## config.mk

```make
export PLATFORM = sky130hd
export DESIGN_NAME = keypad_emulator_flat
export DESIGN_NICKNAME = d
export VERILOG_FILES = /design/src/rtl/keypad_emulator_if.sv /design/src/rtl/keypad_emulator.sv /design/src/flat_wrapper.sv
export SDC_FILE = /design/constraint.sdc
export NUM_CORES = 1
export LEC_CHECK = 0
export CAP_MARGIN = 20
export CORE_UTILIZATION = 45
export CTS_CLUSTER_SIZE = 30
export DETAILED_ROUTE_END_ITERATION = 16
export PLACE_DENSITY = 0.66
export SLEW_MARGIN = 25
export SYNTH_ARGS = -nofsm -noshare
export SYNTH_HDL_FRONTEND = slang
export SYNTH_SLANG_ARGS = --single-unit
```

## constraint.sdc

```tcl
create_clock -name clk -period 3.2 [get_ports clk]
set_clock_uncertainty 0.15 [all_clocks]
set_input_delay 0.96 -clock clk [delete_from_list [all_inputs] [get_ports clk]]
set_output_delay 0.96 -clock clk [all_outputs]
set_load 0.01 [all_outputs]
```

## src/rtl/keypad_emulator_if.sv

```systemverilog
// rtl/keypad_emulator_if.sv - command and column/row signal bundle for keypad_emulator
interface keypad_emulator_if #(
  parameter int HOLD_W = 16
);
  logic              cmd_valid;
  logic              cmd_ready;
  logic [3:0]        cmd_key;
  logic [HOLD_W-1:0] cmd_hold;
  logic [3:0]        cols;
  logic [3:0]        rows;
  logic              busy;
  logic              key_down;
  logic              done;

  // Scanner / test side: offers commands and strobes columns
  modport master (
    output cmd_valid, cmd_key, cmd_hold, cols,
    input  cmd_ready, rows, busy, key_down, done
  );

  // Emulator side: accepts commands and returns rows
  modport slave (
    input  cmd_valid, cmd_key, cmd_hold, cols,
    output cmd_ready, rows, busy, key_down, done
  );
endinterface

```

## src/rtl/keypad_emulator.sv

```systemverilog
// rtl/keypad_emulator.sv - 4x4 keypad responder with command FIFO; contact bounce enabled by KEYPAD_EMU_BOUNCE_EN
module keypad_emulator #(
  parameter int FIFO_DEPTH    = 4,
  parameter int HOLD_W        = 16,
  parameter int GAP_CYCLES    = 16,
  parameter int BOUNCE_CYCLES = 8
) (
  input logic              clk,
  input logic              rst,
  keypad_emulator_if.slave bus
);

  localparam int AW = $clog2(FIFO_DEPTH);
  localparam int GW = $clog2(GAP_CYCLES + 1);
  localparam int EW = 4 + HOLD_W;

  localparam logic [AW:0]        PTR_ONE  = 1;
  localparam logic [HOLD_W-1:0]  HOLD_ONE = 1;
  localparam logic [GW-1:0]      GAP_ONE  = 1;
  localparam logic [GW-1:0]      GAP_LOAD = GW'(GAP_CYCLES);

  generate
    if (FIFO_DEPTH < 2 || (FIFO_DEPTH & (FIFO_DEPTH - 1)) != 0 ||
        GAP_CYCLES < 1 || BOUNCE_CYCLES < 1) begin : g_param_check
      $error("keypad_emulator: illegal parameter combination");
    end
  endgenerate

  typedef enum logic [1:0] {
    IDLE  = 2'd0,
    PRESS = 2'd1,
    GAP   = 2'd2
  } state_t;

  state_t            state, state_n;
  logic [EW-1:0]     mem [FIFO_DEPTH];
  logic [AW:0]       wr_ptr, rd_ptr;
  logic              full, empty, push, pop;
  logic [3:0]        key_r, key_n;
  logic [HOLD_W-1:0] hold_cnt, hold_n;
  logic [GW-1:0]     gap_cnt, gap_n;
  logic [3:0]        head_key;
  logic [HOLD_W-1:0] head_hold;
  logic [3:0]        row_hot;
  logic              col_hit;

  // The extra pointer bit separates full from empty when the low bits match
  assign empty         = (wr_ptr == rd_ptr);
  assign full          = (wr_ptr[AW] != rd_ptr[AW]) && (wr_ptr[AW-1:0] == rd_ptr[AW-1:0]);
  assign push          = bus.cmd_valid && !full;
  assign bus.cmd_ready = !full;
  assign {head_key, head_hold} = mem[rd_ptr[AW-1:0]];

  assign bus.busy     = (state != IDLE) || !empty;
  assign bus.key_down = (state == PRESS);
  assign bus.done     = (state == GAP) && (gap_cnt == GAP_ONE);

  assign row_hot = 4'b0001 << key_r[1:0];
  assign col_hit = bus.cols[key_r[3:2]];

  // Command storage; contents need no reset since the pointers gate every read
  always_ff @(posedge clk) begin
    if (push) begin
      mem[wr_ptr[AW-1:0]] <= {bus.cmd_key, bus.cmd_hold};
    end
  end

  // FIFO pointers; a push and a pop on the same edge both take effect
  always_ff @(posedge clk) begin
    if (rst) begin
      wr_ptr <= '0;
      rd_ptr <= '0;
    end else begin
      if (push) wr_ptr <= wr_ptr + PTR_ONE;
      if (pop)  rd_ptr <= rd_ptr + PTR_ONE;
    end
  end

  // State, current key and phase counters
  always_ff @(posedge clk) begin
    if (rst) begin
      state    <= IDLE;
      key_r    <= '0;
      hold_cnt <= '0;
      gap_cnt  <= '0;
    end else begin
      state    <= state_n;
      key_r    <= key_n;
      hold_cnt <= hold_n;
      gap_cnt  <= gap_n;
    end
  end

  // Next state: pop a command, hold the key for its duration, then release for the gap
  always_comb begin
    state_n = state;
    key_n   = key_r;
    hold_n  = hold_cnt;
    gap_n   = gap_cnt;
    pop     = 1'b0;
    unique case (state)
      IDLE: begin
        if (!empty) begin
          pop     = 1'b1;
          key_n   = head_key;
          hold_n  = (head_hold == '0) ? HOLD_ONE : head_hold;
          state_n = PRESS;
        end
      end
      PRESS: begin
        hold_n = hold_cnt - HOLD_ONE;
        if (hold_cnt == HOLD_ONE) begin
          gap_n   = GAP_LOAD;
          state_n = GAP;
        end
      end
      GAP: begin
        gap_n = gap_cnt - GAP_ONE;
        if (gap_cnt == GAP_ONE) begin
          state_n = IDLE;
        end
      end
      default: state_n = IDLE;
    endcase
  end

`ifdef KEYPAD_EMU_BOUNCE_EN
  localparam int BW = $clog2(BOUNCE_CYCLES + 1);
  localparam logic [BW-1:0] BOUNCE_LEN = BW'(BOUNCE_CYCLES);
  localparam logic [BW-1:0] PH_ONE     = 1;

  logic [7:0]    lfsr;
  logic [BW-1:0] ph_cnt;
  logic          bounce;

  assign bounce = (ph_cnt < BOUNCE_LEN);

  // Free-running Fibonacci LFSR, taps 8,6,5,4
  always_ff @(posedge clk) begin
    if (rst) begin
      lfsr <= 8'hA5;
    end else begin
      lfsr <= {lfsr[6:0], lfsr[7] ^ lfsr[5] ^ lfsr[4] ^ lfsr[3]};
    end
  end

  // Cycles spent in the current phase, restarted on every state change, saturating
  always_ff @(posedge clk) begin
    if (rst) begin
      ph_cnt <= '0;
    end else if (state_n != state) begin
      ph_cnt <= '0;
    end else if (ph_cnt != BOUNCE_LEN) begin
      ph_cnt <= ph_cnt + PH_ONE;
    end
  end

  // Row response with chatter at the start of both the closure and the release
  always_comb begin
    bus.rows = 4'b0000;
    if (state == PRESS && col_hit) begin
      bus.rows = (bounce && !lfsr[0]) ? 4'b0000 : row_hot;
    end else if (state == GAP && col_hit && bounce && lfsr[0]) begin
      bus.rows = row_hot;
    end
  end
`else
  // Clean row response: follows the strobed column with no added latency
  always_comb begin
    bus.rows = 4'b0000;
    if (state == PRESS && col_hit) begin
      bus.rows = row_hot;
    end
  end
`endif

endmodule
```

## src/flat_wrapper.sv

```systemverilog
// flat-port wrapper written by rule: the top's interface ports become plain ports
module keypad_emulator_flat 
#(
  parameter int FIFO_DEPTH    = 4,
  parameter int HOLD_W        = 16,
  parameter int GAP_CYCLES    = 16,
  parameter int BOUNCE_CYCLES = 8
)
  (clk, rst, bus_cmd_valid, bus_cmd_key, bus_cmd_hold, bus_cols, bus_cmd_ready, bus_rows, bus_busy, bus_key_down, bus_done);
  keypad_emulator_if #(.HOLD_W(HOLD_W)) bus_i ();
  input logic clk;
  input logic rst;
  input wire logic [$bits(bus_i.cmd_valid)-1:0] bus_cmd_valid;
  input wire logic [$bits(bus_i.cmd_key)-1:0] bus_cmd_key;
  input wire logic [$bits(bus_i.cmd_hold)-1:0] bus_cmd_hold;
  input wire logic [$bits(bus_i.cols)-1:0] bus_cols;
  output wire logic [$bits(bus_i.cmd_ready)-1:0] bus_cmd_ready;
  output wire logic [$bits(bus_i.rows)-1:0] bus_rows;
  output wire logic [$bits(bus_i.busy)-1:0] bus_busy;
  output wire logic [$bits(bus_i.key_down)-1:0] bus_key_down;
  output wire logic [$bits(bus_i.done)-1:0] bus_done;
  assign bus_i.cmd_valid = bus_cmd_valid;
  assign bus_i.cmd_key = bus_cmd_key;
  assign bus_i.cmd_hold = bus_cmd_hold;
  assign bus_i.cols = bus_cols;
  assign bus_cmd_ready = bus_i.cmd_ready;
  assign bus_rows = bus_i.rows;
  assign bus_busy = bus_i.busy;
  assign bus_key_down = bus_i.key_down;
  assign bus_done = bus_i.done;
  keypad_emulator #(.FIFO_DEPTH(FIFO_DEPTH), .HOLD_W(HOLD_W), .GAP_CYCLES(GAP_CYCLES), .BOUNCE_CYCLES(BOUNCE_CYCLES)) u_core (.clk(clk), .rst(rst), .bus(bus_i));
endmodule
```

==> reports/summary.txt <==
WHS: 0.3258 ns
DRC: 0
Rows: 38
Fin util: 56.92%
CTS Buf Count: 17
Layout cells sized above 1: 16.08%
Commonest register cell after synthesis: edfxtp_1
Total Wirelength: 9.890 mm
Worst R2R End: u_core.hold_cnt[14]
Max Slew Vio Count: 0
Max-cap viol count: 0
M1 WL: 4.476 mm
EDFF count, synth: 80
Met3 wire length: 457 um
Initial antenna violation count: 0
Dpl cells: 537
Clk sink count: 115
Buffers on Ports: 34
Synth warn: 0
Final period util: 97.66%
GRT Util Overall: 19.02%
GRT Residual Overflow: 0
First-pass GRT wire length: 16.22 mm
Clock latency on the worst-skew pair: 0.52 ns
HP Class: flip-flop to flip-flop
Diode count: 0
Cell Area, Synth: 4984 um^2
Initial DRC count: 187
Outcome: complete, no violations
Largest net degree at the start of global routing: 22
Worst slew margin: 62.06%
WS Path Type: input port to output port
CP Capture Point: bus_rows[3]
Setup-failing EPs final: 0
DRT antenna net count: 0
Startpoint Class: input port
Measured slew at the worst slew-check pin: 0.5692 ns
Starting Density: 46.17%
Worst r2r src: u_core.hold_cnt[0]
Fin crit period: 3.125 ns
Chip height: 107.2 um
Achievable Freq: 0.3200 GHz
Pleak: 2.130 nW
Most frequent cells in the layout: edfxtp_1 (80), dfxtp_1 (35), nand2_1 (31), nor2_1 (28)
Pwr Density: 867.8 nW/um^2
Crit path max fanout: 4
Worst reg2reg path depth: 7
Total Neg Setup Slack: 0 ns
Synth Area per Inst: 13.84 um^2
Maximum vdd drop: 0.0005493 V
Worst Path Required: 2.09 ns
Post-DR wirelength/cell: 17.38 um
WL met2: 4.872 mm
Root Driver: clkbuf_8
Post-CTS Hold Fix Bufs: 0
CTS tree: done
R2R Setup Slk: 0.96 ns
Synth cell types: 52
Area of the die: 11500 um^2
Crit path DAT: 2.02 ns
Drt first pass iters: 4
Fin nets: 452
Die width: 107.2 um
Routed via count: 3194
Max Used Layer: met4
Critical path launch point: bus_cols[2]
#FFs+latches synth: 115
Seq/Total Area, Yosys: 62.26%
GPL Wtd Cong: 0.8317
Num ports: 35
RSZ-0062 raised after global routing: false
Leading cell type in the layout, fill and taps excluded: edfxtp_1
Final HPWL DP: 6.340 mm
Fin. Hold Viols: 0
Area Growth Syn to Fin: 23.27%
Core Box Area: 10790 um^2
Crit. End Element: output port
Syn Nets: 396
Clock tree buffer depth: 2
Post-Syn Instances: 360
Post-synth ARST share: 0%
CTS clk-pin slew, worst paths: 0.06 ns
Vias in the first global route: 3110
CTS H-Tree Depth: 4
Final cell count without fillers: 569
Mean number of vias per cell: 5.613
## power by group
group | leakage (nW) | internal (W) | total, W | switching [W]
combinational | 0.841 | 0.000706 | 0.00163 | 0.000922
sequential | 1.02 | 0.00180 | 0.00197 | 0.000173
clock | 0.268 | 0.00103 | 0.00173 | 0.000701
## worst max-delay path, stage by stage
cell	delay, ns
clkdlybuf4s15_1	0.17
mux4_2	0.45
nor2b_4	0.15
and3_1	0.16
buf_2	0.13
## state kept, by name, summed over array words and instances (netlist names), named ones only
signal	flops
u_core.mem	80
u_core.hold_cnt	16
u_core.gap_cnt	5
u_core.key_r	4
u_core.rd_ptr	3
u_core.wr_ptr	3
u_core.state	2
## cells by family after synthesis
kind of cell    synth area share (%)
fa+ha+maj                      2.260
xor+xnor                       1.758
compound gates                 8.662
flops                          62.26
mux                            10.77
simple gates                   11.85
buf+inv                        2.435
## repair_timing
action                     in CTS  in global routing
buffers inserted                0                  0
setup endpoints to repair       6                  4
pin swaps                       1                  0
gates resized for setup        24                  6
## cell usage after synthesis, types with 2 or more instances
cell type  count  area [um^2]
edfxtp_1      80         2402
dfxtp_1       35        700.7
nand2_1       32        120.1
nor2_1        28        105.1
a21oi_1       26        130.1
mux4_1        17        446.7
o21ai_0       12        60.06
nand3_1       10        50.05
nor3_1        10        50.05
ha_1           9        112.6
a31oi_1        8        50.05
inv_1          8        30.03
xnor2_1        7        61.31
buf_2          6        30.03
and2_1         5        31.28
nor4_2         5        62.56
a41oi_1        4        35.03
clkbuf_1       4        15.01
mux4_2         4        90.09
nor2b_1        3        18.77
xor2_1         3        26.28
a211oi_1       2        15.01
a22oi_1        2        15.01
and3_1         2        12.51
buf_1          2        7.510
clkinv_1       2        7.510
nand2b_1       2        12.51
nand4_1        2        12.51
nor4_1         2        12.51
o21a_1         2        15.01
o22ai_1        2        12.51
o41ai_1        2        17.52
or3_1          2        12.51
or4_1          2        15.01
## per-layer routing
layer	track usage (%)	vias to the layer above
met5	0	-
met4	4.990	0
met3	5.593	9
met2	30.88	85
met1	25.01	1576
li1	-	1524
## cell type report
cell class / instances / area, um^2
multi-input cells: 221 / 1778
repair buffers: 51 / 498.0
well taps: 140 / 175.2
fillers: 835 / 4649
clock buffers: 17 / 414.1
clock inverters: 15 / 133.9
flip-flops and latches: 115 / 3103
inverters: 10 / 41.29
## stage by stage
step / setup slack [ns] / total power [W] / cell area (um^2)
detailed placement: -0.5547 / 0.003604 / 5593
CTS: 0.006106 / 0.005356 / 6133
floorplan: 0.3317 / 0.003125 / 4984
finish: 0.07499 / 0.005331 / 6143
global route: 0.01546 / 0.005615 / 6143
global placement: -0.5245 / 0.003570 / 5593
## worst min path at each step
stage / end / from / cells past startpoint
global placement: u_core.hold_cnt[10] / u_core.hold_cnt[10] / 2
CTS: u_core.key_r[2] / u_core.key_r[2] / 2
global route: u_core.key_r[2] / u_core.key_r[2] / 2
finish: u_core.key_r[2] / u_core.key_r[2] / 2
floorplan: u_core.key_r[3] / u_core.key_r[3] / 2
detailed placement: u_core.key_r[2] / u_core.key_r[2] / 2
No activity file was read; power rests on OpenSTA's default activity.
